**src/rtl/state_snapshot_arbiter_pkg.sv**
```systemverilog
// Shared types for the snapshot arbiter: FSM state encoding and snapshot length.
package state_snapshot_arbiter_pkg;
  localparam int unsigned SNAP_LEN_W = 16;

  typedef logic [SNAP_LEN_W-1:0] snap_len_t;

  typedef enum logic [2:0] {
    ST_IDLE,
    ST_FREEZE,
    ST_START,
    ST_STREAM,
    ST_FINISH
  } state_e;
endpackage

```
**src/rtl/rr_arbiter.sv**
```systemverilog
// Round-robin picker: one-hot grant starting the search at ptr, plus the pointer after the winner.
module rr_arbiter #(
  parameter int unsigned N  = 3,
  parameter int unsigned PW = 2
) (
  input  logic [N-1:0]  req,
  input  logic [PW-1:0] ptr,
  output logic [N-1:0]  gnt_c,
  output logic [PW-1:0] next_ptr_c,
  output logic          any_c
);
  always_comb begin
    gnt_c      = '0;
    next_ptr_c = ptr;
    any_c      = 1'b0;
    // First pass searches ptr..N-1, second pass wraps around to 0..ptr-1.
    for (int unsigned i = 0; i < N; i++) begin
      if (!any_c && req[i] && (PW'(i) >= ptr)) begin
        gnt_c[i]   = 1'b1;
        next_ptr_c = (i == N - 1) ? '0 : PW'(i + 1);
        any_c      = 1'b1;
      end
    end
    for (int unsigned i = 0; i < N; i++) begin
      if (!any_c && req[i]) begin
        gnt_c[i]   = 1'b1;
        next_ptr_c = (i == N - 1) ? '0 : PW'(i + 1);
        any_c      = 1'b1;
      end
    end
  end
endmodule

```
**src/rtl/state_snapshot_arbiter.sv**
```systemverilog
// Arbitrates snapshot requests, freezes machine state, and forwards the serializer byte stream to the owner.
module state_snapshot_arbiter
  import state_snapshot_arbiter_pkg::*;
#(
  parameter int unsigned NUM_REQ       = 3,
  parameter int unsigned FREEZE_CYCLES = 2,
  parameter int unsigned TIMEOUT       = 1024
) (
  input  logic               clk,
  input  logic               rst_n,
  input  logic [NUM_REQ-1:0] req,
  output logic [NUM_REQ-1:0] grant,
  output logic [NUM_REQ-1:0] done,
  output logic [NUM_REQ-1:0] err,
  output snap_len_t          snap_len,
  output logic               freeze,
  output logic               ser_start,
  input  logic               ser_ready,
  input  logic               ser_valid,
  input  logic [7:0]         ser_byte,
  input  logic               ser_byte_valid,
  output logic               ser_byte_ready,
  output logic [7:0]         out_byte,
  output logic               out_valid,
  input  logic [NUM_REQ-1:0] out_ready
);
  localparam int unsigned PW = $clog2(NUM_REQ);
  localparam int unsigned FW = 4;
  localparam int unsigned TW = $clog2(TIMEOUT + 1);

  state_e             state_q, state_d;
  logic [PW-1:0]      rr_ptr_q, rr_ptr_d;
  logic [NUM_REQ-1:0] grant_q, grant_d;
  logic [NUM_REQ-1:0] done_q, done_d;
  logic [NUM_REQ-1:0] err_q, err_d;
  snap_len_t          snap_len_q, snap_len_d;
  snap_len_t          bcnt_q, bcnt_d;
  logic               freeze_q, freeze_d;
  logic               ser_start_q, ser_start_d;
  logic [FW-1:0]      fcnt_q, fcnt_d;
  logic [TW-1:0]      tcnt_q, tcnt_d;

  logic [NUM_REQ-1:0] arb_gnt_c;
  logic [PW-1:0]      arb_next_ptr_c;
  logic               arb_any_c;
  logic               is_stream_c, owner_ready_c, hs_c, timeout_c;

  rr_arbiter #(.N(NUM_REQ), .PW(PW)) u_rr_arbiter (
    .req        (req),
    .ptr        (rr_ptr_q),
    .gnt_c      (arb_gnt_c),
    .next_ptr_c (arb_next_ptr_c),
    .any_c      (arb_any_c)
  );

  // Zero-latency pass-through while streaming; everything is held low otherwise.
  assign is_stream_c    = (state_q == ST_STREAM);
  assign owner_ready_c  = |(out_ready & grant_q);
  assign hs_c           = is_stream_c & ser_byte_valid & owner_ready_c;
  assign ser_byte_ready = is_stream_c & owner_ready_c;
  assign out_valid      = is_stream_c & ser_byte_valid;
  assign out_byte       = is_stream_c ? ser_byte : 8'h00;

  assign grant     = grant_q;
  assign done      = done_q;
  assign err       = err_q;
  assign snap_len  = snap_len_q;
  assign freeze    = freeze_q;
  assign ser_start = ser_start_q;

  always_comb begin
    state_d     = state_q;
    rr_ptr_d    = rr_ptr_q;
    grant_d     = grant_q;
    done_d      = '0;
    err_d       = '0;
    snap_len_d  = snap_len_q;
    bcnt_d      = bcnt_q;
    freeze_d    = freeze_q;
    ser_start_d = 1'b0;
    fcnt_d      = fcnt_q;
    tcnt_d      = tcnt_q;
    timeout_c   = 1'b0;
    case (state_q)
      ST_IDLE: begin
        if (arb_any_c) begin
          grant_d  = arb_gnt_c;
          rr_ptr_d = arb_next_ptr_c;
          freeze_d = 1'b1;
          fcnt_d   = '0;
          state_d  = ST_FREEZE;
        end
      end
      ST_FREEZE: begin
        if (fcnt_q == FW'(FREEZE_CYCLES - 1)) begin
          state_d = ST_START;
        end else begin
          fcnt_d = fcnt_q + 1'b1;
        end
      end
      ST_START: begin
        if (ser_ready) begin
          ser_start_d = 1'b1;
          bcnt_d      = '0;
          tcnt_d      = '0;
          state_d     = ST_STREAM;
        end
      end
      ST_STREAM: begin
        if (hs_c) begin
          if (bcnt_q != '1) bcnt_d = bcnt_q + 1'b1;
          tcnt_d = '0;
        end else begin
          tcnt_d    = tcnt_q + 1'b1;
          timeout_c = (tcnt_q == TW'(TIMEOUT - 1));
        end
        // Serializer completion wins over a coincident timeout.
        if (ser_valid || timeout_c) begin
          snap_len_d = bcnt_d;
          freeze_d   = 1'b0;
          grant_d    = '0;
          state_d    = ST_FINISH;
          if (ser_valid) done_d = grant_q;
          else           err_d  = grant_q;
        end
      end
      ST_FINISH: state_d = ST_IDLE;
      default:   state_d = ST_IDLE;
    endcase
  end

  always_ff @(posedge clk or negedge rst_n) begin
    if (!rst_n) begin
      state_q     <= ST_IDLE;
      rr_ptr_q    <= '0;
      grant_q     <= '0;
      done_q      <= '0;
      err_q       <= '0;
      snap_len_q  <= '0;
      bcnt_q      <= '0;
      freeze_q    <= 1'b0;
      ser_start_q <= 1'b0;
      fcnt_q      <= '0;
      tcnt_q      <= '0;
    end else begin
      state_q     <= state_d;
      rr_ptr_q    <= rr_ptr_d;
      grant_q     <= grant_d;
      done_q      <= done_d;
      err_q       <= err_d;
      snap_len_q  <= snap_len_d;
      bcnt_q      <= bcnt_d;
      freeze_q    <= freeze_d;
      ser_start_q <= ser_start_d;
      fcnt_q      <= fcnt_d;
      tcnt_q      <= tcnt_d;
    end
  end
endmodule

```
**config.mk**
```make
export PLATFORM = sky130hd
export DESIGN_NAME = state_snapshot_arbiter
export DESIGN_NICKNAME = d
export VERILOG_FILES = /design/src/rtl/state_snapshot_arbiter_pkg.sv /design/src/rtl/rr_arbiter.sv /design/src/rtl/state_snapshot_arbiter.sv
export SDC_FILE = /design/constraint.sdc
export NUM_CORES = 1
export LEC_CHECK = 0
export CAP_MARGIN = 20
export CORE_MARGIN = 5
export CORE_UTILIZATION = 55
export DETAILED_ROUTE_END_ITERATION = 16
export DONT_BUFFER_PORTS = 1
export GPL_TIMING_DRIVEN = 0
export PLACE_DENSITY_LB_ADDON = 0.1
export SYNTH_ARGS = -nofsm -noshare
export SYNTH_HDL_FRONTEND = slang
export SYNTH_SLANG_ARGS = --single-unit
```
**constraint.sdc**
```tcl
create_clock -name clk -period 3.47 [get_ports clk]
set_input_delay 0 -clock clk [delete_from_list [all_inputs] [get_ports clk]]
set_output_delay 0 -clock clk [all_outputs]
set_load 0.01 [all_outputs]
```
==> reports/summary.txt, run 1 <==
status = complete, no violations
min cycle time layout = 2.40 ns
RSZ-0062 raised after global routing = no
FP Rows = 28
post-synthesis compound-gate area fraction = 0.177
Synth area leader = dfrtp_1
sw frac = 0.379
Critical Path Sink Type = register
Yosys cell types = 52
n_diodes = 0
final cell utilization of the core = 0.618
initial antenna violation count = 0
Worst VDD drop = 0.367 mV
combinational cell fraction of total power = 0.301
Post-Synth Simple-Gate Area = 0.220
Pins Over Slew Limit = 0
CTS Hold Bufs = 7
critical path type = register to register
hold path depth = 3
slowest library cell on the worst path = dfrtp_1
share of cells above drive strength 1 = 0.0815
Yosys Warn Count = 0
post-synthesis mux area share = 0.0352
Clock Path Buffers = 2
Max stage delay on crit path = 0.47 ns
die outline width = 86.7 µm
worst skew pair latency = 0.34 ns
Resize count post-CTS = 0
Layout Nets = 386
post-synthesis cell area = 3240 µm²
internal power = 1.38 mW
skew final = 0.00508 ns
die area = 7520 µm²
Starting DRT DRC Count = 146
FF-to-FF path depth = 7
DR vias = 2627
DR pass1 iterations = 4
XOR/XNOR Fraction of Synth Area = 0.0325
vias per cell = 5.93
Synth area leaders = dfrtp_1, o21ai_0, nand2_1
Hold Crit Class = input pin to register
root buffer cell = clkbuf_8
post-DP HPWL = 5.17 mm
total grt overflow = 0
adder-cell share of the synthesized area = 0.0155
routability cong. = 0.886
FF-to-FF End = tcnt_q[10]
number of flops mapped to enable cells by yosys = 0
Final Cycle Share = 0.691
R2R setup slack = 1.07 ns
R2R Path Start = state_q[0]
largest net degree at the start of global routing = 64
H-tree Lvls = 3
Final Hold Violating Endpoints = 0
Syn Nets = 368
largest family of logic cells by synthesized area = simple AND/OR/NAND/NOR gates
initial cell density of the core = 0.556
flops & latches, synth = 63
total CTS buffers = 9
first-pass GRT wire length = 12.1 mm
Layout Area Growth over Synthesis = 11.1%
CTS Sinks = 63
Seq pwr share = 0.441
Routed Antenna Nets = 0
Synth async-reset ratio = 1.00
final setup vio count = 0
most frequent cells in the layout = dfrtp_1, nand2_1, o21ai_0
gr usage total = 0.206
CTS tree = built
vias in the first global route = 2586
core area = 5820 µm²
cell breakdown of the critical path = nor2_1, nand3_1, inv_1, nor2_1, clkbuf_1, o21ai_0, o41ai_1
average cell area after synthesis = 9.38 µm²
clk slew on worst S/H paths = 0.07 ns
Max Cap Viol = 0
Critical Path RT = 3.70 ns
Remaining DRCs = 0
post-synth top area share = 0.487
# IOs = 56
Synth Instances = 345
crit-path most repeated cell = nor2_1
Arr. time, crit path = 2.63 ns
worst-path maximum fanout = 10
slew margin rel. = 0.341
wire per inst = 16.5 µm
Setup Fix Bufs, Post-CTS = 0
# fillers = 539
leakage power = 1.52 nW
DRT Wirelength = 7.32 mm
NetSw = 839 µW
sequential area share after synthesis = 0.487
power share of the clock group = 0.258
highest clock rate = 417 MHz
pwr/cell area = 616 nW/µm²
leading cell type in the layout, fill and taps excluded = dfrtp_1
Die Ht = 86.7 µm
worst slew pin tran = 0.981 ns
port bufs = 0
Startpoint Class = register
Hold EP = grant[2]
ys flop type = dfrtp_1
setup TNS = 0 ns
Hold Startpoint = req[1]
==> critical path, delay by kind of cell, from the launching register on <==
kind            cells  cell delay, ns
buf+inv             2            0.65
simple gates        3            0.90
compound gates      2            0.26
flops               1            0.47
==> power groups by stage <==
stage                     sequential [mW]  clock (mW)  combinational (mW)
after floorplan                     0.958           0               0.498
after global placement              0.985           0               0.624
after detailed placement            0.990           0               0.641
after CTS                           0.978       0.585               0.672
after global routing                0.994       0.617               0.750
final                               0.977       0.572               0.666
==> worst max path at each step <==
stage                     from           to  slack [ns]  cells after the start
floorplan            bcnt_q[8]  snap_len[4]        1.52                      7
global placement    state_q[2]   tcnt_q[10]        1.14                      7
detailed placement  state_q[0]    tcnt_q[6]        1.09                      7
CTS                 state_q[0]    tcnt_q[6]        1.05                      7
global route        state_q[0]    tcnt_q[3]        0.82                      7
finish              state_q[0]   tcnt_q[10]        1.07                      7
==> flip-flops by register name (all words and copies together), names as in the netlist <==
name       count
rr_ptr_q       2
state_q        3
bcnt_q        16
fcnt_q         4
snap_len      16
done           3
ser_start      1
tcnt_q        11
freeze         1
err            3
grant          3
==> stage by stage <==
step | power (mW) | std cells | area (µm²) | hold slack, ns | setup slack (ns)
finish | 2.21 | 443 | 3590 | 0.0176 | 1.07
global route | 2.36 | 443 | 3590 | 0.0278 | 0.816
CTS | 2.24 | 443 | 3590 | 0.00545 | 1.05
detailed placement | 1.63 | 420 | 3330 | -0.294 | 1.09
global placement | 1.61 | 420 | 3330 | -0.293 | 1.14
floorplan | 1.46 | 345 | 3240 | -0.296 | 1.52
==> Yosys cell counts (all sizes together) (3+ instances only) <==
library cell / number
dfrtp: 63
nand2: 43
o21ai: 40
nor2: 26
nand3: 21
a21oi: 14
and2: 12
nor3: 11
clkbuf: 10
inv: 10
mux2i: 8
xor2: 7
or3: 6
a31oi: 5
o31ai: 5
xnor2: 5
and3: 4
buf: 4
ha: 4
nand4: 4
nor2b: 4
a211oi: 3
mux2: 3
nand2b: 3
o211ai: 3
==> cell families (layout without fill, tap and decap cells) <==
logic type	after synthesis	count (layout)
xor+xnor	12	12
mux	11	11
fa+ha+maj	4	4
compound gates	89	89
flops	63	63
buf+inv	24	47
simple gates	142	142
==> routing by layer <==
layer	GRT usage	wire, µm	up-vias
met4	0.0921	158	0
met2	0.326	3350	95
met1	0.266	3330	1251
met5	0	0	-
met3	0.0523	474	15
li1	-	-	1266
==> layout make-up <==
| class | instances | area, µm² | share of cell area |
|---|---|---|---|
| inverter | 10 | 37.5 | 0.0104 |
| sequential | 63 | 1580 | 0.439 |
| timing repair buffer | 7 | 87.6 | 0.0244 |
| multi-input combinational | 258 | 1560 | 0.433 |
| clock buffer | 13 | 159 | 0.0442 |
| tap | 75 | 93.8 | 0.0261 |
| clock inverter | 3 | 17.5 | 0.00487 |
| buffer | 14 | 66.3 | 0.0185 |
Power figures use the tool's default switching activity.
==> inputs of run 2 (changes only) <==
Settings changed: ABC_AREA set to 1.
Clock period 3.47 ns to 2.2 ns, I/O delays scaled along.
==> run 2 against run 1 <==
Effect of this change:
- utilization up 1.8 points
- sequential power rose by 110%
- final area is 12% higher
- clock-buffer cell count down 4
- global-route usage rose by 0.38 points
- die area rose by 9.9%
- largest cell class is now multi-input combinational cells
- largest power group unchanged
==> reports/summary.txt, run 2 <==
post-synth top area share = 0.438 (-0.0490)
total grt overflow = 0 (unchanged)
total CTS buffers = 9 (unchanged)
worst slew pin tran = 0.444 ns (-0.537 ns)
CTS Sinks = 63 (unchanged)
cell breakdown of the critical path = nor2_1, a21oi_2, o21ai_0, nor2_1, nand3_1, dlygate4sd3_1, nand2_1, nand2_1, nand2_1
vias in the first global route = 3058 (+18%)
number of flops mapped to enable cells by yosys = 0 (unchanged)
final setup vio count = 0 (unchanged)
routability cong. = 0.872 (-1.5%)
slew margin rel. = 0.704 (+0.363)
post-synthesis cell area = 3600 µm² (+11%)
Starting DRT DRC Count = 167 (+14%)
Pins Over Slew Limit = 0 (unchanged)
port bufs = 0 (unchanged)
core area = 6350 µm² (+9.2%)
R2R Path Start = rr_ptr_q[1]
most frequent cells in the layout = nand2_1, dfrtp_1, nand3_1
Max Cap Viol = 0 (unchanged)
# IOs = 56 (unchanged)
Critical Path Sink Type = register
# fillers = 544 (+0.93%)
hold path depth = 4 (+1)
Final Hold Violating Endpoints = 0 (unchanged)
Worst VDD drop = 0.805 mV (+120%)
Arr. time, crit path = 2.26 ns (-0.37 ns)
worst-path maximum fanout = 5 (-5)
DR pass1 iterations = 4 (unchanged)
Yosys cell types = 34 (-35%)
WHS = 0.0217 ns (+0.00407 ns)
Layout Nets = 511 (+32%)
Max stage delay on crit path = 0.58 ns (+0.11 ns)
gr usage total = 0.210 (+0.00375)
Syn Nets = 492 (+34%)
Layout Area Growth over Synthesis = 12.3%
min cycle time layout = 1.97 ns (-0.427 ns)
largest net degree at the start of global routing = 64 (unchanged)
Yosys Warn Count = 0 (unchanged)
vias per cell = 5.46 (-7.9%)
FF-to-FF path depth = 9 (+2)
Post-synth top cells = nand2_1, dfrtp_1, nand3_1, inv_1, nor2_1
average cell area after synthesis = 7.67 µm² (-18%)
wire per inst = 14.8 µm (-11%)
slowest library cell on the worst path = dlygate4sd3_1
Die Ht = 90.9 µm (+4.8%)
initial cell density of the core = 0.567 (+0.0101)
flops & latches, synth = 63 (unchanged)
worst skew pair latency = 0.35 ns (about the same)
R2R setup slack = 0.23 ns (-0.84 ns)
Overall Power = 5.13 mW (+130%)
status = complete, no violations
first-pass GRT wire length = 14.1 mm (+17%)
DR vias = 3113 (+19%)
Startpoint Class = register
FP Rows = 29 (+3.6%)
DRT Wirelength = 8.41 mm (+15%)
sequential area share after synthesis = 0.438 (-0.0490)
post-DP HPWL = 5.89 mm (+14%)
CP endpoint = grant[2]
Critical Path RT = 2.49 ns (-1.21 ns)
Routed Antenna Nets = 0 (unchanged)
Hold Crit Class = input pin to register
initial antenna violation count = 0 (unchanged)
CTS tree = built
crit path from = rr_ptr_q[1]
setup TNS = 0 ns (unchanged)
FF-to-FF End = grant[2]
RSZ-0062 raised after global routing = no
Synth area leader = dfrtp_1
n_diodes = 0 (unchanged)
Final Cycle Share = 0.895 (+0.205)
root buffer cell = clkbuf_8
H-tree Lvls = 3 (unchanged)
Synth async-reset ratio = 1.00 (unchanged)
most numerous cell in the Yosys netlist = nand2_1
ys flop type = dfrtp_1
Clock Path Buffers = 2 (unchanged)
leading cell type in the layout, fill and taps excluded = nand2_1
critical path type = register to register
Remaining DRCs = 0 (unchanged)
pwr/cell area = 1270 nW/µm² (+110%)
Synth area leaders = dfrtp_1, nand2_1, nand3_1
share of cells above drive strength 1 = 0.130 (+0.0483)
skew final = 0.0118 ns (+0.00671 ns)
die area = 8260 µm² (+9.9%)
Synth Instances = 469 (+36%)
leakage power = 1.95 nW (+28%)
highest clock rate = 508 MHz (+22%)
clk slew on worst S/H paths = 0.07 ns (about the same)
die outline width = 90.9 µm (+4.8%)
crit-path most repeated cell = nand2_1
==> run 2: power breakdown <==
part           leakage (nW)  internal (mW)  total, mW  switching [mW]
logic                 0.972          0.646       1.81            1.16
registers             0.855           1.57       2.07           0.494
clock network         0.120          0.756       1.26           0.502
==> run 2: critical path, delay by kind of cell (launching register included) <==
kind | cells | cell delay, ns
AND/OR/NAND/NOR | 6 | 0.52
AO/OA/AOI/OAI | 2 | 0.41
flip-flops | 1 | 0.39
buffers and inverters | 1 | 0.58
==> run 2: worst min-delay path by stage <==
stage / from / endpoint / slack, ns
after global routing: req[0] / grant[2] / 0.04
after detailed placement: rst_n / snap_len[7] / -0.29
after global placement: rst_n / snap_len[7] / -0.29
final: req[2] / state_q[1] / 0.02
after CTS: req[2] / state_q[1] / 0.008
after floorplan: rst_n / bcnt_q[0] / -0.30
==> run 2: through the flow <==
step | area, µm² | setup WS [ns] | utilization | std cells
floorplan | 3600 | 0.615 | - | 469
global placement | 3690 | 0.384 | 0.582 | 546
detailed placement | 3690 | 0.343 | 0.582 | 546
CTS | 4040 | 0.256 | 0.635 | 570
global route | 4040 | 0.122 | 0.636 | 570
finish | 4040 | 0.231 | 0.636 | 570
==> run 2: cell type report <==
cell class / count / area [µm²] / area share
Clock inverter: 7 / 120 / 0.0297
Clock buffer: 9 / 124 / 0.0307
Sequential cell: 63 / 1580 / 0.390
Timing Repair Buffer: 8 / 97.6 / 0.0242
Buffer: 11 / 121 / 0.0300
Tap cell: 77 / 96.3 / 0.0239
Inverter: 51 / 195 / 0.0483
Multi-Input combinational cell: 344 / 1710 / 0.423
==> run 2: cells by family (layout without fill, tap and decap cells) <==
| logic type | Yosys count | count (layout) | share of synthesized area |
|---|---|---|---|
| buf+inv | 62 | 86 | 0.0880 |
| simple gates | 281 | 281 | 0.354 |
| fa+ha+maj | 4 | 4 | 0.0139 |
| flops | 63 | 63 | 0.438 |
| compound gates | 47 | 47 | 0.0765 |
| xor+xnor | 12 | 12 | 0.0292 |
==> run 2: repair_timing <==
action                     CTS  global route
setup endpoints to repair    0             1
hold endpoints to repair    77             0
hold buffers                 8             0
buffers inserted             0             0
gates resized for setup      0             1
==> run 2: layer usage <==
layer  part of all wire  track usage
met5                  0            0
met4              0.025       0.0892
met3              0.040       0.0508
met2               0.51        0.356
met1               0.43        0.252
==> inputs of run 3 (changes only) <==
Clock period 2.2 ns to 1.6 ns, I/O delays scaled along.
==> run 3 against run 2 <==
Effect of this change:
- the run now ends with negative hold slack left
- non-clock buffer count is 17 higher
- largest power group is now combinational cells
- final area is 6.6% higher
- final cell count grew 3.0%
- combinational power rose by 60%
- sequential share of layout area down 2.2 points
- critical path type is now register to output port
- highest routed layer unchanged
- wire length rose by 5.3%
- largest cell class unchanged
==> reports/summary.txt, run 3 (synthesis results as in run 2) <==
wire per inst = 15.1 µm (+2.2%)
final cell utilization of the core = 0.678 (+0.0420)
n_diodes = 0 (unchanged)
CTS tree = built
routability cong. = 0.872 (unchanged)
min cycle time layout = 1.57 ns
WHS = -0.0161 ns (-0.0378 ns)
pre-CTS setup slack = -0.257 ns (-0.600 ns)
highest clock rate = 638 MHz
slew margin rel. = 0.791 (+0.0873)
Critical Path Sink Type = output port
DRT Wirelength = 8.86 mm (+5.3%)
Hold Crit Class = input pin to register
Final Cycle Share = 0.979
final setup vio count = 0 (unchanged)
worst-path maximum fanout = 10 (+5)
total grt overflow = 0 (unchanged)
# IOs = 56 (unchanged)
initial cell density of the core = 0.567 (unchanged)
leakage power = 2.05 nW (+5.2%)
Layout Area Growth over Synthesis = 19.7%
DR vias = 3202 (+2.9%)
Max Cap Viol = 0 (unchanged)
RSZ-0062 raised after global routing = yes
largest net degree at the start of global routing = 64 (unchanged)
die outline width = 90.9 µm (unchanged)
root buffer cell = clkbuf_8
clk slew on worst S/H paths = 0.08 ns (about the same)
Overall Power = 7.50 mW (+46%)
Remaining DRCs = 0 (unchanged)
core area = 6350 µm² (unchanged)
Critical Path RT = 1.60 ns (-0.89 ns)
most frequent cells in the layout = nand2_1, dfrtp_1, nand3_1
share of cells above drive strength 1 = 0.220 (+0.0898)
total CTS buffers = 9 (unchanged)
Die Ht = 90.9 µm (unchanged)
worst slew pin tran = 0.313 ns (-0.131 ns)
worst skew pair latency = 0.35 ns (about the same)
Startpoint Class = register
vias in the first global route = 3079 (+0.69%)
DR pass1 iterations = 4 (unchanged)
gr usage total = 0.212 (+0.00232)
first-pass GRT wire length = 14.3 mm (+0.98%)
Arr. time, crit path = 1.57 ns (-0.69 ns)
Pins Over Slew Limit = 0 (unchanged)
H-tree Lvls = 3 (unchanged)
Setup WS post-layout = 0.0335 ns (-0.197 ns)
# fillers = 514 (-5.5%)
Worst VDD drop = 1.00 mV (+24%)
FP Rows = 29 (unchanged)
Routed Antenna Nets = 0 (unchanged)
pwr/cell area = 1740 nW/µm² (+37%)
vias per cell = 5.45 (-0.12%)
initial antenna violation count = 0 (unchanged)
Final Hold Violating Endpoints = 1 (+1)
failing checks = negative hold slack
Layout Nets = 528 (+3.3%)
critical path type = register to output port
Starting DRT DRC Count = 151 (-9.6%)
status = complete, but fails checks
post-DP HPWL = 5.89 mm (unchanged)
skew final = 0.0117 ns (-0.000107 ns)
leading cell type in the layout, fill and taps excluded = nand2_1
port bufs = 0 (unchanged)
CTS Sinks = 63 (unchanged)
Clock Path Buffers = 2 (unchanged)
die area = 8260 µm² (unchanged)
==> run 3: cell count changes in the layout (fill, tap and decap cells not counted), sizes merged <==
cell / previous run / this run
buf: 6 / 26
clkbuf: 15 / 13
dlygate4sd3: 7 / 6
==> run 3: worst paths after layout <==
check	start	to	slack, ns	depth (start not counted)
setup / recovery	state_q[2]	ser_byte_ready	0.03	7
hold reg to reg	rr_ptr_q[0]	rr_ptr_q[0]	0.52	2
hold / removal	req[0]	grant[2]	-0.02	5
setup reg to reg	state_q[2]	snap_len[1]	0.06	10
min in group asynchronous	rst_n	bcnt_q[11]	0.19	2
max in group asynchronous	rst_n	bcnt_q[3]	1.14	2
==> run 3: worst max-delay path, cell delays in order (launching register included) <==
cell and delay [ns]:
dfrtp_1 0.39, inv_1 0.08, nand3_2 0.10, clkbuf_8 0.20, inv_6 0.11, buf_6 0.15, nand2_1 0.07, inv_1 0.10
==> run 3: what timing repair did <==
| item | CTS | global route |
|---|---|---|
| resized for setup | 18 | 33 |
| hold endpoints to repair | 77 | 0 |
| setup buffers | 5 | 13 |
| hold buffers | 7 | 0 |
| setup endpoints to repair | 46 | 58 |
| pin swaps | 2 | 6 |
==> run 3: cell type report <==
class / instances / area, µm² / share of cell area
Multi-Input combinational cell: 344 / 1820 / 0.422
Sequential cell: 63 / 1590 / 0.369
Timing Repair Buffer: 25 / 223 / 0.0517
Inverter: 51 / 203 / 0.0471
Buffer: 11 / 136 / 0.0317
Clock buffer: 9 / 124 / 0.0288
Clock inverter: 7 / 120 / 0.0279
Tap cell: 77 / 96.3 / 0.0224
==> run 3: metrics by stage <==
step	TNS, ns	area, µm²	std cells
after detailed placement	-6.57	3690	546
after floorplan	0	3600	469
after global routing	-0.412	4310	587
after CTS	0	4120	574
after global placement	-5.53	3690	546
final	0	4310	587
==> run 3: routing by layer <==
metal | part of all wire | track usage
met2 | 0.52 | 0.359
met1 | 0.41 | 0.258
met5 | 0 | 0
met3 | 0.049 | 0.0475
met4 | 0.020 | 0.0917
==> run 3: report_power, final <==
group / switching [mW] / total [mW] / internal, mW
clock network: 0.697 / 1.74 / 1.04
logic: 1.78 / 2.90 / 1.12
registers: 0.684 / 2.87 / 2.18
